===== src/rtl/sb_drain_pkg.sv =====
// Shared types for the store-buffer drain path: entry layout, drain FSM states
// and the byte-lane merge helper.
package sb_drain_pkg;

    localparam int SB_ADDR_W = 32;
    localparam int SB_DATA_W = 32;
    localparam int SB_STRB_W = SB_DATA_W / 8;

    typedef struct packed {
        logic [SB_ADDR_W-1:0] addr;
        logic [SB_DATA_W-1:0] data;
        logic [SB_STRB_W-1:0] strb;
    } sb_entry_t;

    typedef enum logic [1:0] {
        IDLE = 2'd0,
        REQ  = 2'd1,
        WAIT = 2'd2
    } sb_drain_state_e;

    typedef struct packed {
        logic [SB_DATA_W-1:0] data;
        logic [SB_STRB_W-1:0] strb;
    } sb_merge_t;

    // Newer bytes win; strobes accumulate.
    function automatic sb_merge_t sb_byte_merge(
        input logic [SB_DATA_W-1:0] old_data,
        input logic [SB_STRB_W-1:0] old_strb,
        input logic [SB_DATA_W-1:0] new_data,
        input logic [SB_STRB_W-1:0] new_strb
    );
        sb_merge_t r;
        r.data = old_data;
        r.strb = old_strb;
        for (int i = 0; i < SB_STRB_W; i++) begin
            if (new_strb[i]) begin
                r.data[8*i +: 8] = new_data[8*i +: 8];
                r.strb[i]        = 1'b1;
            end
        end
        return r;
    endfunction

endpackage


===== src/rtl/handshake_if.sv =====
// Valid/ready handshake carrying one committed store-buffer entry per transfer.
interface handshake_if;
    import sb_drain_pkg::*;

    logic      valid;
    logic      ready;
    sb_entry_t data;

    modport sender   (output valid, output data, input  ready);
    modport receiver (input  valid, input  data, output ready);
endinterface


===== src/rtl/sb_drain.sv =====
// Store-buffer drain: one committed store -> one single-beat write, one write outstanding.
// Latency: accept N -> request N+1; response M -> ready M+1. Backpressure: ready only in IDLE.
// Build option SB_DRAIN_MERGE_EN: same-word entries merge into a stalled request.
module sb_drain
    import sb_drain_pkg::*;
#(
    parameter int ADDR_W = SB_ADDR_W,
    parameter int DATA_W = SB_DATA_W
) (
    input  logic                clk,
    input  logic                rst_n,
    handshake_if.receiver       sb_entry_receiver,
    output logic                mem_req_valid_o,
    input  logic                mem_req_ready_i,
    output logic [ADDR_W-1:0]   mem_addr_o,
    output logic [DATA_W-1:0]   mem_data_o,
    output logic [DATA_W/8-1:0] mem_strb_o,
    input  logic                mem_resp_valid_i,
    input  logic                mem_resp_err_i,
    output logic                busy_o,
    output logic                err_o,
    output logic [31:0]         store_cnt_o
);

    localparam int STRB_W = DATA_W / 8;

    sb_drain_state_e     state;
    sb_entry_t           in_entry;
    logic [ADDR_W-1:0]   in_addr;
    logic [DATA_W-1:0]   in_data;
    logic [STRB_W-1:0]   in_strb;

    assign in_entry = sb_entry_receiver.data;
    assign in_addr  = ADDR_W'(in_entry.addr);
    assign in_data  = DATA_W'(in_entry.data);
    assign in_strb  = STRB_W'(in_entry.strb);

`ifdef SB_DRAIN_MERGE_EN
    logic      merge_hit;
    sb_merge_t merged;

    // Merging is only safe while the request is still stalled, never on the accept edge.
    assign merge_hit = (state == REQ) && !mem_req_ready_i &&
                       (in_addr[ADDR_W-1:2] == mem_addr_o[ADDR_W-1:2]);
    assign merged    = sb_byte_merge(SB_DATA_W'(mem_data_o), SB_STRB_W'(mem_strb_o),
                                     in_entry.data, in_entry.strb);
    assign sb_entry_receiver.ready = (state == IDLE) || merge_hit;
`else
    assign sb_entry_receiver.ready = (state == IDLE);
`endif

    always_ff @(posedge clk) begin
        if (!rst_n) begin
            state           <= IDLE;
            mem_req_valid_o <= 1'b0;
            mem_addr_o      <= '0;
            mem_data_o      <= '0;
            mem_strb_o      <= '0;
            busy_o          <= 1'b0;
            err_o           <= 1'b0;
            store_cnt_o     <= '0;
        end else begin
            case (state)
                IDLE: begin
                    if (sb_entry_receiver.valid) begin
                        state           <= REQ;
                        mem_req_valid_o <= 1'b1;
                        busy_o          <= 1'b1;
                        mem_addr_o      <= {in_addr[ADDR_W-1:2], 2'b00};
                        mem_data_o      <= in_data;
                        mem_strb_o      <= in_strb;
                    end
                end
                REQ: begin
                    if (mem_req_ready_i) begin
                        state           <= WAIT;
                        mem_req_valid_o <= 1'b0;
                    end
`ifdef SB_DRAIN_MERGE_EN
                    else if (sb_entry_receiver.valid && merge_hit) begin
                        mem_data_o <= DATA_W'(merged.data);
                        mem_strb_o <= STRB_W'(merged.strb);
                    end
`endif
                end
                WAIT: begin
                    if (mem_resp_valid_i) begin
                        state       <= IDLE;
                        busy_o      <= 1'b0;
                        store_cnt_o <= store_cnt_o + 32'd1;
                        if (mem_resp_err_i) begin
                            err_o <= 1'b1;
                        end
                    end
                end
                default: begin
                    state           <= IDLE;
                    mem_req_valid_o <= 1'b0;
                    busy_o          <= 1'b0;
                end
            endcase
        end
    end

endmodule


===== src/flat_wrapper.sv =====
// flat-port wrapper written by rule: the top's interface ports become plain ports
module sb_drain_flat import sb_drain_pkg::*;
#(
    parameter int ADDR_W = SB_ADDR_W,
    parameter int DATA_W = SB_DATA_W
)
  (clk, rst_n, mem_req_valid_o, mem_req_ready_i, mem_addr_o, mem_data_o, mem_strb_o, mem_resp_valid_i, mem_resp_err_i, busy_o, err_o, store_cnt_o, sb_entry_receiver_valid, sb_entry_receiver_data, sb_entry_receiver_ready);
  handshake_if sb_entry_receiver_i ();
  input  logic clk;
  input  logic rst_n;
  output logic mem_req_valid_o;
  input  logic mem_req_ready_i;
  output logic [ADDR_W-1:0] mem_addr_o;
  output logic [DATA_W-1:0] mem_data_o;
  output logic [DATA_W/8-1:0] mem_strb_o;
  input  logic mem_resp_valid_i;
  input  logic mem_resp_err_i;
  output logic busy_o;
  output logic err_o;
  output logic [31:0] store_cnt_o;
  input wire logic [$bits(sb_entry_receiver_i.valid)-1:0] sb_entry_receiver_valid;
  input wire logic [$bits(sb_entry_receiver_i.data)-1:0] sb_entry_receiver_data;
  output wire logic [$bits(sb_entry_receiver_i.ready)-1:0] sb_entry_receiver_ready;
  assign sb_entry_receiver_i.valid = sb_entry_receiver_valid;
  assign sb_entry_receiver_i.data = sb_entry_receiver_data;
  assign sb_entry_receiver_ready = sb_entry_receiver_i.ready;
  sb_drain #(.ADDR_W(ADDR_W), .DATA_W(DATA_W)) u_core (.clk(clk), .rst_n(rst_n), .sb_entry_receiver(sb_entry_receiver_i), .mem_req_valid_o(mem_req_valid_o), .mem_req_ready_i(mem_req_ready_i), .mem_addr_o(mem_addr_o), .mem_data_o(mem_data_o), .mem_strb_o(mem_strb_o), .mem_resp_valid_i(mem_resp_valid_i), .mem_resp_err_i(mem_resp_err_i), .busy_o(busy_o), .err_o(err_o), .store_cnt_o(store_cnt_o));
endmodule

===== config.mk =====
export PLATFORM = sky130hd
export DESIGN_NAME = sb_drain_flat
export DESIGN_NICKNAME = d
export VERILOG_FILES = /design/src/rtl/sb_drain_pkg.sv /design/src/rtl/handshake_if.sv /design/src/rtl/sb_drain.sv /design/src/flat_wrapper.sv
export SDC_FILE = /design/constraint.sdc
export NUM_CORES = 1
export LEC_CHECK = 0
export ABC_AREA = 1
export ABC_CLOCK_PERIOD_IN_PS = 1230
export CORE_ASPECT_RATIO = 2
export CORE_MARGIN = 2
export CORE_UTILIZATION = 38
export DETAILED_ROUTE_END_ITERATION = 12
export PLACE_DENSITY = 0.76
export SLEW_MARGIN = 40
export SYNTH_ARGS = -nofsm -noshare
export SYNTH_HDL_FRONTEND = slang
export SYNTH_SLANG_ARGS = --single-unit

===== constraint.sdc =====
create_clock -name clk -period 1.23 [get_ports clk]
set_input_delay 0.1845 -clock clk [delete_from_list [all_inputs] [get_ports clk]]
set_output_delay 0.1845 -clock clk [all_outputs]
set_load 0.01 [all_outputs]

Word level (Yosys, flattened, before mapping)
Index checks and enable logic that the tools add are counted.
{"block": "classes", "n_addsub": 1, "multipliers": 0, "n_div": 0, "order_cmp": 0, "eq_ne": 5, "shift": 0, "n_mux": 9, "bitwise": 2, "n_reduce_logical": 7}
{"operator": "$add 32x1->32 const B", "n": 1}
{"operator": "$reduce_and 3->1", "n": 4}
{"operator": "$mux 2", "n": 3}
{"operator": "$ne 2x2->1 const B", "n": 3}
{"operator": "$pmux 1 s3", "n": 2}
{"operator": "$pmux 2 s3", "n": 1}
{"operator": "$reduce_and 2->1", "n": 2}
{"operator": "$mux 1", "n": 3}
{"operator": "$eq 2x1->1 const B", "n": 1}
{"operator": "$eq 2x2->1 const B", "n": 1}
{"operator": "$logic_not 2->1", "n": 1}
{"operator": "$not 1->1", "n": 2}
{"block": "word_totals", "ff_bits": 103, "latch_bits": 0, "mem_bits_rw": 0, "romBits": 0, "in_bits": 74, "output_inout_bits": 104, "word_cells": 32, "memories": 0}

Longest topological paths before layout
Gate-level depths: netlist of run 1.
{"block": "depth", "ltp_word": 3, "mapped_depth": 9, "mapped_depth_nobuf": 9}

Worst setup path before layout of run 1
OpenSTA, ideal clock, no wires.
{"block": "synth_timing", "kind": "flip-flop to flip-flop", "startpoint": "register u_core.store_cnt_o[0]", "endpoint": "register u_core.store_cnt_o[24]", "setup_time_ns": 0.064, "arrival_time_ns": 1.319, "required_ns": 1.166, "setup_slack_ns": -0.153, "stages_incl_launch_ff": 8, "path_buffers": 0, "synth_period_minus_slack_ns": 1.383, "cell_sequence": "dfxtp_1 > ha_1 > inv_1 > nor3_1 > nand3b_1 > nor2_1 > nor2_1 > nor2_1"}
{"block": "synth_via", "elab_chain_cells": 1}
{"item": "from (decl)", "line_no": "sb_drain.sv:22", "source": "output logic [31:0] store_cnt_o"}
{"item": "from (signal assigned)", "line_no": "sb_drain.sv:90", "source": "store_cnt_o <= store_cnt_o + 32'd1;"}
{"item": "$add 32x1->32", "line_no": "sb_drain.sv:90"}
Every way passes these cells.
A chain may end at the register's enable or synchronous reset.

Worst setup path in the final report of run 1
{"block": "layout_timing", "startpoint": "register u_core.state[0]", "endpoint": "register u_core.store_cnt_o[29]"}
{"block": "layout_via", "elab_chain_cells": 2}
{"item": "from (decl)", "line_no": "sb_drain.sv:27", "source": "sb_drain_state_e state;"}
{"item": "from (signal assigned)", "line_no": "sb_drain.sv:54", "source": "state <= IDLE;"}
{"item": "from (signal assigned)", "line_no": "sb_drain.sv:66", "source": "state <= REQ;"}
{"item": "from (signal assigned)", "line_no": "sb_drain.sv:76", "source": "state <= WAIT;"}
{"item": "$eq 2x2->1", "line_no": "sb_drain.sv:63", "source": "case (state)"}
{"item": "$reduce_and 2->1 (no source line)"}
Every way passes these cells.

==> key figures, run 1 <==
Routing
  – Max layer used: met4
  – Met1 WL: 5.58 mm
  – DRC errors left: 0
  – DR WL/cell: 16.6 microns
  – TritonRoute pass-1 iters: 5
  – Total Wirelength: 16.6 mm
  – DR WL met3: 996 microns
  – Met2 wire length: 8.96 mm
  – DRT iter0 DRCs: 293
  – Vias/cell: 5.14
  – Remaining antenna violation count: 0
  – Via count: 5128

Timing
  – Setup slack after layout: -0.227 ns
  – Clock Skews: 0.0106 ns
  – Fmax achieved: 686 MHz
  – RSZ-0062 raised after global routing: true
  – Ratio of final minimum period to clock period: 118%
  – Fin Hold WS: 0.343 ns
  – Minimum clock period: 1.46 ns
  – Hold Violations, Final: 0
  – Pins Over Slew Limit: 0
  – # setup viols final: 95

Global routing
  – Global-route wire length before repair: 23.1 mm
  – Initial antenna violation count: 0
  – Vias in the first global route: 4967
  – GRT Total Usage: 24.3%
  – Pin count of the biggest net entering global routing: 56
  – Total grt overflow: 0

Yosys
  – Sequential area share after synthesis: 49.3%
  – Synth area leader: dfxtp_1
  – Syn_area_per_cell: 7.07 sq um
  – Mapped cell area: 4180 sq um
  – Synth warnings: 0
  – Synth Instances: 591
  – Synth area leaders: dfxtp_1 (49%), nor2_1 (17%), o21ai_0 (8.7%)
  – Post-synth top area share: 49.3%
  – Yosys reg bits: 103
  – Library cells used by synthesis: 32

Worst setup path
  – Endpoint class of the critical path: register
  – Crit-path cells: inv_2, nand3_4, nor2_4, buf_4, nand3_4, nor2_4, nand2_1, nand2_1, nand2_1, nor2_1
  – CP Class: register to register
  – Critical path fanouts, max: 6
  – Slowest CP cell: dfxtp_2
  – Worst EP required: 1.51 ns
  – CP startpoint kind: register
  – Worst endpoint data arrival time: 1.74 ns
  – Worst path most repeated cell: nand2_1
  – Max stage delay on crit path: 0.33 ns

Floorplan
  – I/O pin cnt: 178
  – Die ar.: 11900 sq um
  – Initial Utilization: 38.7%
  – Die Span Y: 152 microns
  – Number of cell rows: 54
  – Die Wd: 78.2 microns
  – Core area: 10800 sq um

Min path
  – Hold Path Class: input pin to register

Clocking
  – Hold_buf cts: 0
  – Worst-path clk slew: 0.07 ns
  – Clk root buf: clkbuf_16
  – Clock Latency Late Sink: 0.35 ns
  – H-tree depth: 3
  – Clock buffer depth: 2
  – CTS tree: built
  – CTS Buf Count: 9
  – Clock sink count: 103

Finish
  – Cell area after layout: 7680 sq um
  – Most common cell after layout, fill and taps aside: nor2_1
  – Antenna diode count: 0
  – Layout fillers: 813
  – Final net count: 928
  – Area grow syn2layout: 83.8%
  – Most frequent cells in the layout: nor2_1 (169), buf_4 (79), dfxtp_1 (74)
  – Area of the multi-input gates: 2380 sq um
  – Ratio of cells with drive above 1 in the final layout: 33.8%
  – Register area: 2120 sq um

Run status
  – Violated checks: setup timing
  – Status: finished with violations

Power
  – Pleak: 0.00352 uW
  – Peak supply drop: 0.000978 V
  – Pwr Density: 1030 nW/um^2

Job
  – Max capacitance violation total: 0

Place
  – Gpl congestion: 0.945
  – Hpwl dp: 10.3 mm
  – Cell Area, Placed: 6630 sq um
  – # port buffers: 173
==> cell type report <==
class	count	area share, %
Clock buffer	10	2.98
Clock inverter	6	0.684
Inverter	42	2.28
Multi-Input combinational cell	422	31.0
Sequential cell	103	27.6
Tap cell	140	2.28
Timing Repair Buffer	274	33.0
Timing Repair inverter	1	0.114
==> worst paths after layout <==
path                               from                endpoint  slack, ns  depth (start not counted)
hold / removal                    rst_n    u_core.mem_data_o[4]       0.34                          4
setup reg to reg        u_core.state[0]  u_core.store_cnt_o[29]      -0.23                         10
setup / recovery        u_core.state[0]  u_core.store_cnt_o[29]      -0.23                         10
hold reg to reg   u_core.mem_data_o[23]   u_core.mem_data_o[23]       0.48                          2
==> logic make-up after synthesis <==
family | Yosys count | share of synthesized area, %
and+or+nand+nor | 318 | 31.1
DFF | 103 | 49.3
AOI/OAI and AO/OA | 95 | 11.6
buffers and inverters | 68 | 6.47
xor gates and xnor gates | 5 | 1.05
adders and majority gates | 1 | 0.299
other | 1 | 0.0897
==> metrics by stage <==
| stage | util (%) | TNS [ns] | worst slack [ns] | power (uW) | cells |
|---|---|---|---|---|---|
| 6_report | 71.0 | -5.70 | -0.227 | 7910 | 998 |
| 5_1_grt | 71.0 | -11.91 | -0.318 | 8230 | 998 |
| 4_1_cts | 64.9 | -0.371 | -0.0754 | 7610 | 977 |
| 3_5_place_dp | 61.3 | -18.47 | -0.471 | 5050 | 955 |
| 3_3_place_gp | 61.3 | -17.06 | -0.414 | 5010 | 955 |
| 2_1_floorplan | - | -0.731 | -0.0238 | 4240 | 592 |
==> critical path, delay by kind of cell (launching register included) <==
kind                   cells  cell delay (ns)
buffers and inverters      2             0.22
flip-flops                 1             0.33
AND/OR/NAND/NOR            8             0.84
==> power breakdown <==
part | internal, uW | switching (uW) | leakage [uW] | total [uW]
logic | 783 | 755 | 0.00252 | 1540
registers | 3530 | 105 | 0.000864 | 3630
clock network | 1410 | 1330 | 0.000132 | 2740
==> timing repair <==
action | CTS | global route
endpoints found under the setup margin | 128 | 107
gates resized for setup | 240 | 183
hold endpoints to repair | 0 | 0
setup buffers | 7 | 9
pin swaps | 25 | 24
cloned | 0 | 12
==> sequential cells by signal (all words and copies together) (netlist names) <==
name                    cells
u_core.busy_o               1
u_core.mem_data_o          32
u_core.mem_req_valid_o      1
u_core.err_o                1
u_core.mem_addr_o          30
u_core.mem_strb_o           4
u_core.store_cnt_o         32
u_core.state                2
==> synth_stat cells <==
cell and number:
a21oi_1 16, a31oi_1 1, buf_1 2, buf_2 5, buf_4 2, clkbuf_1 16, clkbuf_2 1, clkinv_1 1
conb_1 1, dfxtp_1 103, ha_1 1, inv_1 40, inv_2 1, nand2_1 79, nand2_2 1, nand3_1 22
nand3_2 1, nand3_4 1, nand3b_1 2, nand4_1 7, nor2_1 194, nor2_2 2, nor2_4 2, nor3_1 6
nor3b_1 1, o211a_1 1, o21a_1 1, o21ai_0 73, o21ai_1 2, o21bai_1 1, xnor2_1 3, xor2_1 2
==> routing by layer <==
layer | global-route usage (%) | vias up
met5 | 0 | -
met4 | 16.1 | 0
met3 | 4.62 | 79
met2 | 44.8 | 236
met1 | 23.8 | 2408
li1 | - | 2405
Power figures use the tool's default switching activity.
==> run 2, diff against run 1 <==
--- a/config.mk
+++ b/config.mk
@@ -11,5 +11,6 @@
 export CORE_MARGIN = 2
-export CORE_UTILIZATION = 38
+export CORE_UTILIZATION = 40
+export CTS_BUF_LIST = sky130_fd_sc_hd__clkbuf_4 sky130_fd_sc_hd__clkbuf_8
 export DETAILED_ROUTE_END_ITERATION = 12
-export PLACE_DENSITY = 0.76
+export PLACE_DENSITY = 0.79
 export SLEW_MARGIN = 40
--- a/constraint.sdc
+++ b/constraint.sdc
@@ -3,2 +3,2 @@
 set_output_delay 0.1845 -clock clk [all_outputs]
-set_load 0.01 [all_outputs]
+set_load 0.05 [all_outputs]
==> run 2 against run 1 <==
- the run still ends with setup timing left
- combinational power up 76%
- register-to-register slack got worse by 0.11 ns
- clock power shrank 16%
- count of clock-buffer cells in the layout grew 2
- cell area grew 13%
- cell count fell by 2.9%
- maximum frequency down 6.7%
- via count rose by 3.8%
- first-iteration DRC count rose by 22%
- flip-flop and latch count stayed put
- sequential power is 3% higher
- routed wire length rose by 17%
- critical path type unchanged
- highest routed layer unchanged
==> key figures, run 2 (synthesis results as in run 1) <==
Run status
  – Status: finished with violations (unchanged)
  – Violated checks: setup timing (unchanged)

Worst setup path
  – Worst path most repeated cell: nor2_1 (was nand2_1)
  – Slowest CP cell: dfxtp_2 (unchanged)
  – Critical path fanouts, max: 10 (was 6)
  – RR Startpoint: u_core.state[0] (unchanged)
  – Crit path max-delay family: simple AND/OR/NAND/NOR gates (unchanged)
  – CP Class: register to register (unchanged)
  – Worst EP required: 1.49 ns (was 1.51 ns)
  – Worst endpoint data arrival time: 1.82 ns (was 1.74 ns)
  – Buf/Inv on CP: 3 (was 2)
  – Crit-path cells: buf_6, nor2_4, nand2_8, clkinv_8, clkbuf_16, nor2_1, nor2_1 (was inv_2, nand3_4, nor2_4, buf_4, nand3_4, nor2_4, nand2_1, nand2_1, nand2_1, nor2_1)
  – CP startpoint kind: register (unchanged)
  – Max stage delay on crit path: 0.35 ns (was 0.33 ns)
  – Critical path startpoint: u_core.state[0] (unchanged)
  – Endpoint class of the critical path: register (unchanged)

Clocking
  – CTS Buf Count: 9 (unchanged)
  – Clock sink count: 103 (unchanged)
  – Hold_buf cts: 0 (unchanged)
  – Clk root buf: clkbuf_8 (was clkbuf_16)
  – Clock buffer depth: 2 (unchanged)
  – H-tree depth: 3 (unchanged)
  – CTS tree: built (unchanged)
  – Worst-path clk slew: 0.11 ns (was 0.07 ns)
  – Clock Latency Late Sink: 0.38 ns (was 0.35 ns)

Routing
  – Via count: 5323 (was 5128)
  – DRT iter0 DRCs: 356 (was 293)
  – DRC errors left: 0 (unchanged)
  – DR WL/cell: 20.0 microns (was 16.6 microns)
  – Total Wirelength: 19.4 mm (was 16.6 mm)
  – Vias/cell: 5.49 (was 5.14)
  – TritonRoute pass-1 iters: 6 (was 5)
  – Remaining antenna violation count: 0 (unchanged)

Floorplan
  – Number of cell rows: 52 (was 54)
  – Initial Utilization: 41.2% (was 38.7%)
  – Die ar.: 11300 sq um (was 11900 sq um)
  – Core area: 10100 sq um (was 10800 sq um)
  – Die Wd: 76.3 microns (was 78.2 microns)
  – I/O pin cnt: 178 (unchanged)
  – Die Span Y: 149 microns (was 152 microns)

Finish
  – Antenna diode count: 0 (unchanged)
  – Largest regs: u_core.mem_data_o: 32 flops, u_core.store_cnt_o: 32 flops, u_core.mem_addr_o: 30 flops (unchanged)
  – Most frequent cells in the layout: nor2_1 (162), buf_12 (108), clkdlybuf4s50_1 (70), dfxtp_1 (70), nand2_1 (61) (was nor2_1 (169), buf_4 (79), dfxtp_1 (74))
  – Final net count: 904 (was 928)
  – Area grow syn2layout: 107% (was 83.8%)
  – Final Core Density: 85.2% (was 71.0%)
  – Most common cell after layout, fill and taps aside: nor2_1 (unchanged)
  – Layout fillers: 493 (was 813)
  – Ratio of cells with drive above 1 in the final layout: 39.8% (was 33.8%)

Power
  – Pleak: 0.00356 uW (was 0.00352 uW)
  – Peak supply drop: 0.00104 V (was 0.000978 V)
  – Pwr Density: 1010 nW/um^2 (was 1030 nW/um^2)

Global routing
  – Pin count of the biggest net entering global routing: 61 (was 56)
  – Initial antenna violation count: 0 (unchanged)
  – Total grt overflow: 0 (unchanged)
  – Vias in the first global route: 5083 (was 4967)
  – GRT Total Usage: 28.2% (was 24.3%)
  – Global-route wire length before repair: 25.0 mm (was 23.1 mm)

Timing
  – Setup slack after layout: -0.332 ns (was -0.227 ns)
  – Clock Skews: 0.0140 ns (was 0.0106 ns)
  – Minimum clock period: 1.56 ns (was 1.46 ns)
  – Hold Violations, Final: 0 (unchanged)
  – Ratio of final minimum period to clock period: 127% (was 118%)
  – # setup viols final: 101 (was 95)
  – RSZ-0062 raised after global routing: true (unchanged)
  – Fmax achieved: 640 MHz (was 686 MHz)
  – Pins Over Slew Limit: 0 (unchanged)

Job
  – Max capacitance violation total: 0 (unchanged)

Place
  – Hpwl dp: 12.0 mm (was 10.3 mm)
  – Pre-CTS WS: -0.474 ns (was -0.471 ns)
  – # port buffers: 173 (unchanged)
  – Gpl congestion: 0.948 (was 0.945)

Min path
  – Hold_sp: rst_n (unchanged)
  – Hold Path Class: input pin to register (unchanged)
==> run 2: cell type report <==
class / instances / area (sq um) / area share (%)
multi-input combinational: 421 / 2310 / 26.7
timing repair buffer: 252 / 3620 / 41.8
sequential: 103 / 2180 / 25.2
clock inverter: 4 / 51.3 / 0.593
tap: 135 / 169 / 1.95
clock buffer: 12 / 153 / 1.76
inverter: 42 / 178 / 2.05
==> run 2: power by group <==
group          switching (uW)  internal (uW)  total [uW]
Clock                    1230           1060        2290
Sequential                253           3480        3730
Combinational            1400           1310        2710
==> run 2: repair_timing <==
item	4_1_cts	5_1_grt
gates resized for setup	47	96
gates cloned	0	7
pin swaps	16	17
setup buffers	8	9
setup endpoints to repair	105	114
==> run 2: final timing paths <==
path / end / slack (ns) / cells after the start
setup / recovery: u_core.mem_data_o[16] / -0.33 / 7
hold / removal: u_core.err_o / 0.09 / 3
setup reg to reg: u_core.mem_data_o[16] / -0.33 / 7
hold reg to reg: u_core.mem_data_o[8] / 0.53 / 2
==> run 2: layer usage <==
layer	global-route usage (%)	vias up	routed length, microns
met5	0	-	0
met4	17.2	0	1390
met3	6.37	119	1120
met2	55.8	326	10900
met1	25.2	2518	5970
li1	-	2360	-
==> run 2: worst register-to-register path, cell delays in order (launching register included) <==
cell       delay, ns
dfxtp_2         0.35
buf_6           0.12
nor2_4          0.15
nand2_8         0.14
clkinv_8        0.14
clkbuf_16       0.16
nor2_1          0.04
nor2_1          0.33
==> run 2: through the flow <==
step | instance area [sq um] | total power, uW | hold slack (ns) | cells | TNS [ns]
after floorplan | 4560 | 4860 | 0.324 | 592 | -6.51
after global placement | 7800 | 6170 | 0.468 | 931 | -21.62
after detailed placement | 7800 | 6230 | 0.479 | 931 | -24.82
after CTS | 8210 | 8430 | 0.0757 | 955 | -3.41
after global routing | 8650 | 8990 | 0.0910 | 969 | -12.39
final | 8650 | 8730 | 0.0922 | 969 | -9.49
==> run 3, diff against run 2 <==
Settings changed: CORE_UTILIZATION 40 to 38, CTS_BUF_LIST sky130_fd_sc_hd__clkbuf_4 sky130_fd_sc_hd__clkbuf_8 to not set, PLACE_DENSITY 0.79 to 0.73, SLEW_MARGIN 40 to 10.
==> run 3 against run 2 <==
- the run still ends with setup timing left
- cell count grew 1.2%
- first-iteration DRC count fell by 6.2%
- sequential share of layout area shrank 0.58 points
- global-route usage is 2.0 points lower
- register-to-register slack better by 0.17 ns
- die area grew 5.1%
- critical path type is now register to output pin
==> key figures, run 3 (synthesis results as in run 1) <==
Floorplan
  – Die Wd: 78.2 microns (was 76.3 microns)
  – Die ar.: 11900 sq um (was 11300 sq um)
  – Initial Utilization: 38.7% (was 41.2%)
  – Number of cell rows: 54 (was 52)
  – Die Span Y: 152 microns (was 149 microns)
  – I/O pin cnt: 178 (unchanged)
  – Core area: 10800 sq um (was 10100 sq um)

Timing
  – Clock Skews: 0.00914 ns (was 0.0140 ns)
  – Setup slack after layout: -0.183 ns (was -0.332 ns)
  – # setup viols final: 99 (was 101)
  – Hold Violations, Final: 0 (unchanged)
  – RSZ-0062 raised after global routing: true (unchanged)
  – Fmax achieved: 707 MHz (was 640 MHz)
  – Ratio of final minimum period to clock period: 115% (was 127%)
  – Minimum clock period: 1.41 ns (was 1.56 ns)
  – Pins Over Slew Limit: 0 (unchanged)

Power
  – Pwr Density: 1070 nW/um^2 (was 1010 nW/um^2)
  – Sw Pwr: 3050 uW (was 2880 uW)
  – Peak supply drop: 0.00119 V (was 0.00104 V)
  – Int Pwr: 6430 uW (was 5850 uW)
  – Clock share of power: 31.2% (was 26.2%)
  – Switching Share: 32.2% (was 33.0%)
  – Flop pwr share: 39.4% (was 42.8%)
  – Combinational share of power: 29.4% (was 31.1%)
  – Pleak: 0.00365 uW (was 0.00356 uW)

Routing
  – TritonRoute pass-1 iters: 6 (unchanged)
  – Vias/cell: 5.26 (was 5.49)
  – Via count: 5163 (was 5323)
  – Remaining antenna violation count: 0 (unchanged)
  – DRT iter0 DRCs: 334 (was 356)
  – DRC errors left: 0 (unchanged)
  – Total Wirelength: 18.1 mm (was 19.4 mm)
  – DR WL/cell: 18.4 microns (was 20.0 microns)

Worst setup path
  – Slowest CP cell: dfxtp_2 (unchanged)
  – CP Class: register to output pin (was register to register)
  – Critical path fanouts, max: 2 (was 10)
  – Worst EP required: 1.05 ns (was 1.49 ns)
  – Crit path max-delay family: buffers and inverters (was simple AND/OR/NAND/NOR gates)
  – Buf/Inv on CP: 3 (unchanged)
  – CP startpoint kind: register (unchanged)
  – Worst path most repeated cell: buf_6 (was nor2_1)
  – Endpoint class of the critical path: output pin (was register)
  – Crit-path cells: buf_6, nor2_4, buf_6, buf_12 (was buf_6, nor2_4, nand2_8, clkinv_8, clkbuf_16, nor2_1, nor2_1)
  – Critical path startpoint: u_core.state[0] (unchanged)
  – Worst endpoint data arrival time: 1.23 ns (was 1.82 ns)
  – Max stage delay on crit path: 0.33 ns (was 0.35 ns)
  – RR Startpoint: u_core.state[1] (was u_core.state[0])

Finish
  – Final Core Density: 81.9% (was 85.2%)
  – Area grow syn2layout: 112% (was 107%)
  – Ratio of cells with drive above 1 in the final layout: 41.1% (was 39.8%)
  – Largest regs: u_core.mem_data_o: 32 flops, u_core.store_cnt_o: 32 flops, u_core.mem_addr_o: 30 flops (unchanged)
  – Most frequent cells in the layout: nor2_1 (155), buf_12 (106), clkdlybuf4s50_1 (70), dfxtp_1 (70), buf_4 (62) (was nor2_1 (162), buf_12 (108), clkdlybuf4s50_1 (70), dfxtp_1 (70), nand2_1 (61))
  – Final net count: 911 (was 904)
  – Antenna diode count: 0 (unchanged)
  – Most common cell after layout, fill and taps aside: nor2_1 (unchanged)

Global routing
  – Pin count of the biggest net entering global routing: 63 (was 61)
  – Total grt overflow: 0 (unchanged)
  – GRT Total Usage: 26.3% (was 28.2%)
  – Initial antenna violation count: 0 (unchanged)
  – Routing usage on met1: 22.8% (was 25.2%)
  – M2 GR Usage: 49.1% (was 55.8%)
  – Met3 GRT Util: 8.23% (was 6.37%)
  – Vias in the first global route: 5147 (was 5083)
  – Global-route wire length before repair: 24.6 mm (was 25.0 mm)
  – Gr busiest metal: met2 (unchanged)

Clocking
  – CTS tree: built (unchanged)
  – Clock buffer depth: 2 (unchanged)
  – H-tree depth: 3 (unchanged)
  – Worst-path clk slew: 0.07 ns (was 0.11 ns)
  – Clock sink count: 103 (unchanged)
  – Clk root buf: clkbuf_16 (was clkbuf_8)
  – CTS Buf Count: 9 (unchanged)
  – Clock Latency Late Sink: 0.36 ns (was 0.38 ns)

Min path
  – Hold Path Class: input pin to register (unchanged)
  – Hold_sp: rst_n (unchanged)

Place
  – Pre-CTS WS: -0.451 ns (was -0.474 ns)
  – Hpwl dp: 11.8 mm (was 12.0 mm)
  – Gpl congestion: 0.928 (was 0.948)
  – # port buffers: 173 (unchanged)

Job
  – Max capacitance violation total: 0 (unchanged)

Run status
  – Violated checks: setup timing (unchanged)
  – Status: finished with violations (unchanged)
[run 3: repair_timing]
| item | in CTS | in global routing |
|---|---|---|
| endpoints found under the setup margin | 79 | 97 |
| buffers inserted | 3 | 9 |
| gates cloned | 1 | 10 |
| pin swaps | 19 | 34 |
| hold buffers | 0 | 0 |
| resized for setup | 30 | 104 |
[run 3: worst register-to-register path, cell delays in order (launching register included)]
cell      delay [ns]
dfxtp_4         0.40
nand3_4         0.16
buf_4           0.19
nor2_4          0.15
nand2_4         0.09
o21bai_1        0.16
nand2_1         0.08
nor2_1          0.09
[run 3: path summary, 6_finish.rpt]
kind | end | depth (start not counted) | slack (ns)
setup / recovery | sb_entry_receiver_ready | 4 | -0.18
hold reg to reg | u_core.store_cnt_o[5] | 1 | 0.49
setup reg to reg | u_core.store_cnt_o[14] | 7 | -0.16
hold / removal | u_core.mem_addr_o[4] | 4 | 0.33
[run 3: routing by layer]
metal | routed length (microns) | part of all wire, %
met3 | 1210 | 6.7
met1 | 5510 | 30
met5 | 0 | 0
met4 | 1190 | 6.6
met2 | 10200 | 56
[run 3: final cells by class]
cell class                 count  area (sq um)
clock buffer                  11           264
clock inverter                 5          46.3
fill                         568          1960
inverter                      42           175
multi-input combinational    421          2350
sequential                   103          2180
tap                          140           175
timing repair buffer         259          3660
[run 3: power by group through the flow]
stage / Sequential, uW / Combinational (uW) / Clock [uW]
2_1_floorplan: 4380 / 483 / 0
3_3_place_gp: 3770 / 2400 / 0
3_5_place_dp: 3790 / 2440 / 0
4_1_cts: 3710 / 2490 / 2950
5_1_grt: 3760 / 2890 / 3100
6_report: 3740 / 2780 / 2960
[run 3: through the flow]
stage / cells / total power, uW / hold slack [ns] / cell area [sq um] / TNS [ns]
4_1_cts: 963 / 9150 / 0.318 / 8300 / -2.35
2_1_floorplan: 592 / 4860 / 0.324 / 4560 / -6.51
3_3_place_gp: 943 / 6170 / 0.467 / 7860 / -17.58
3_5_place_dp: 943 / 6230 / 0.480 / 7860 / -21.26
5_1_grt: 981 / 9750 / 0.353 / 8850 / -12.88
6_report: 981 / 9480 / 0.327 / 8850 / -6.95
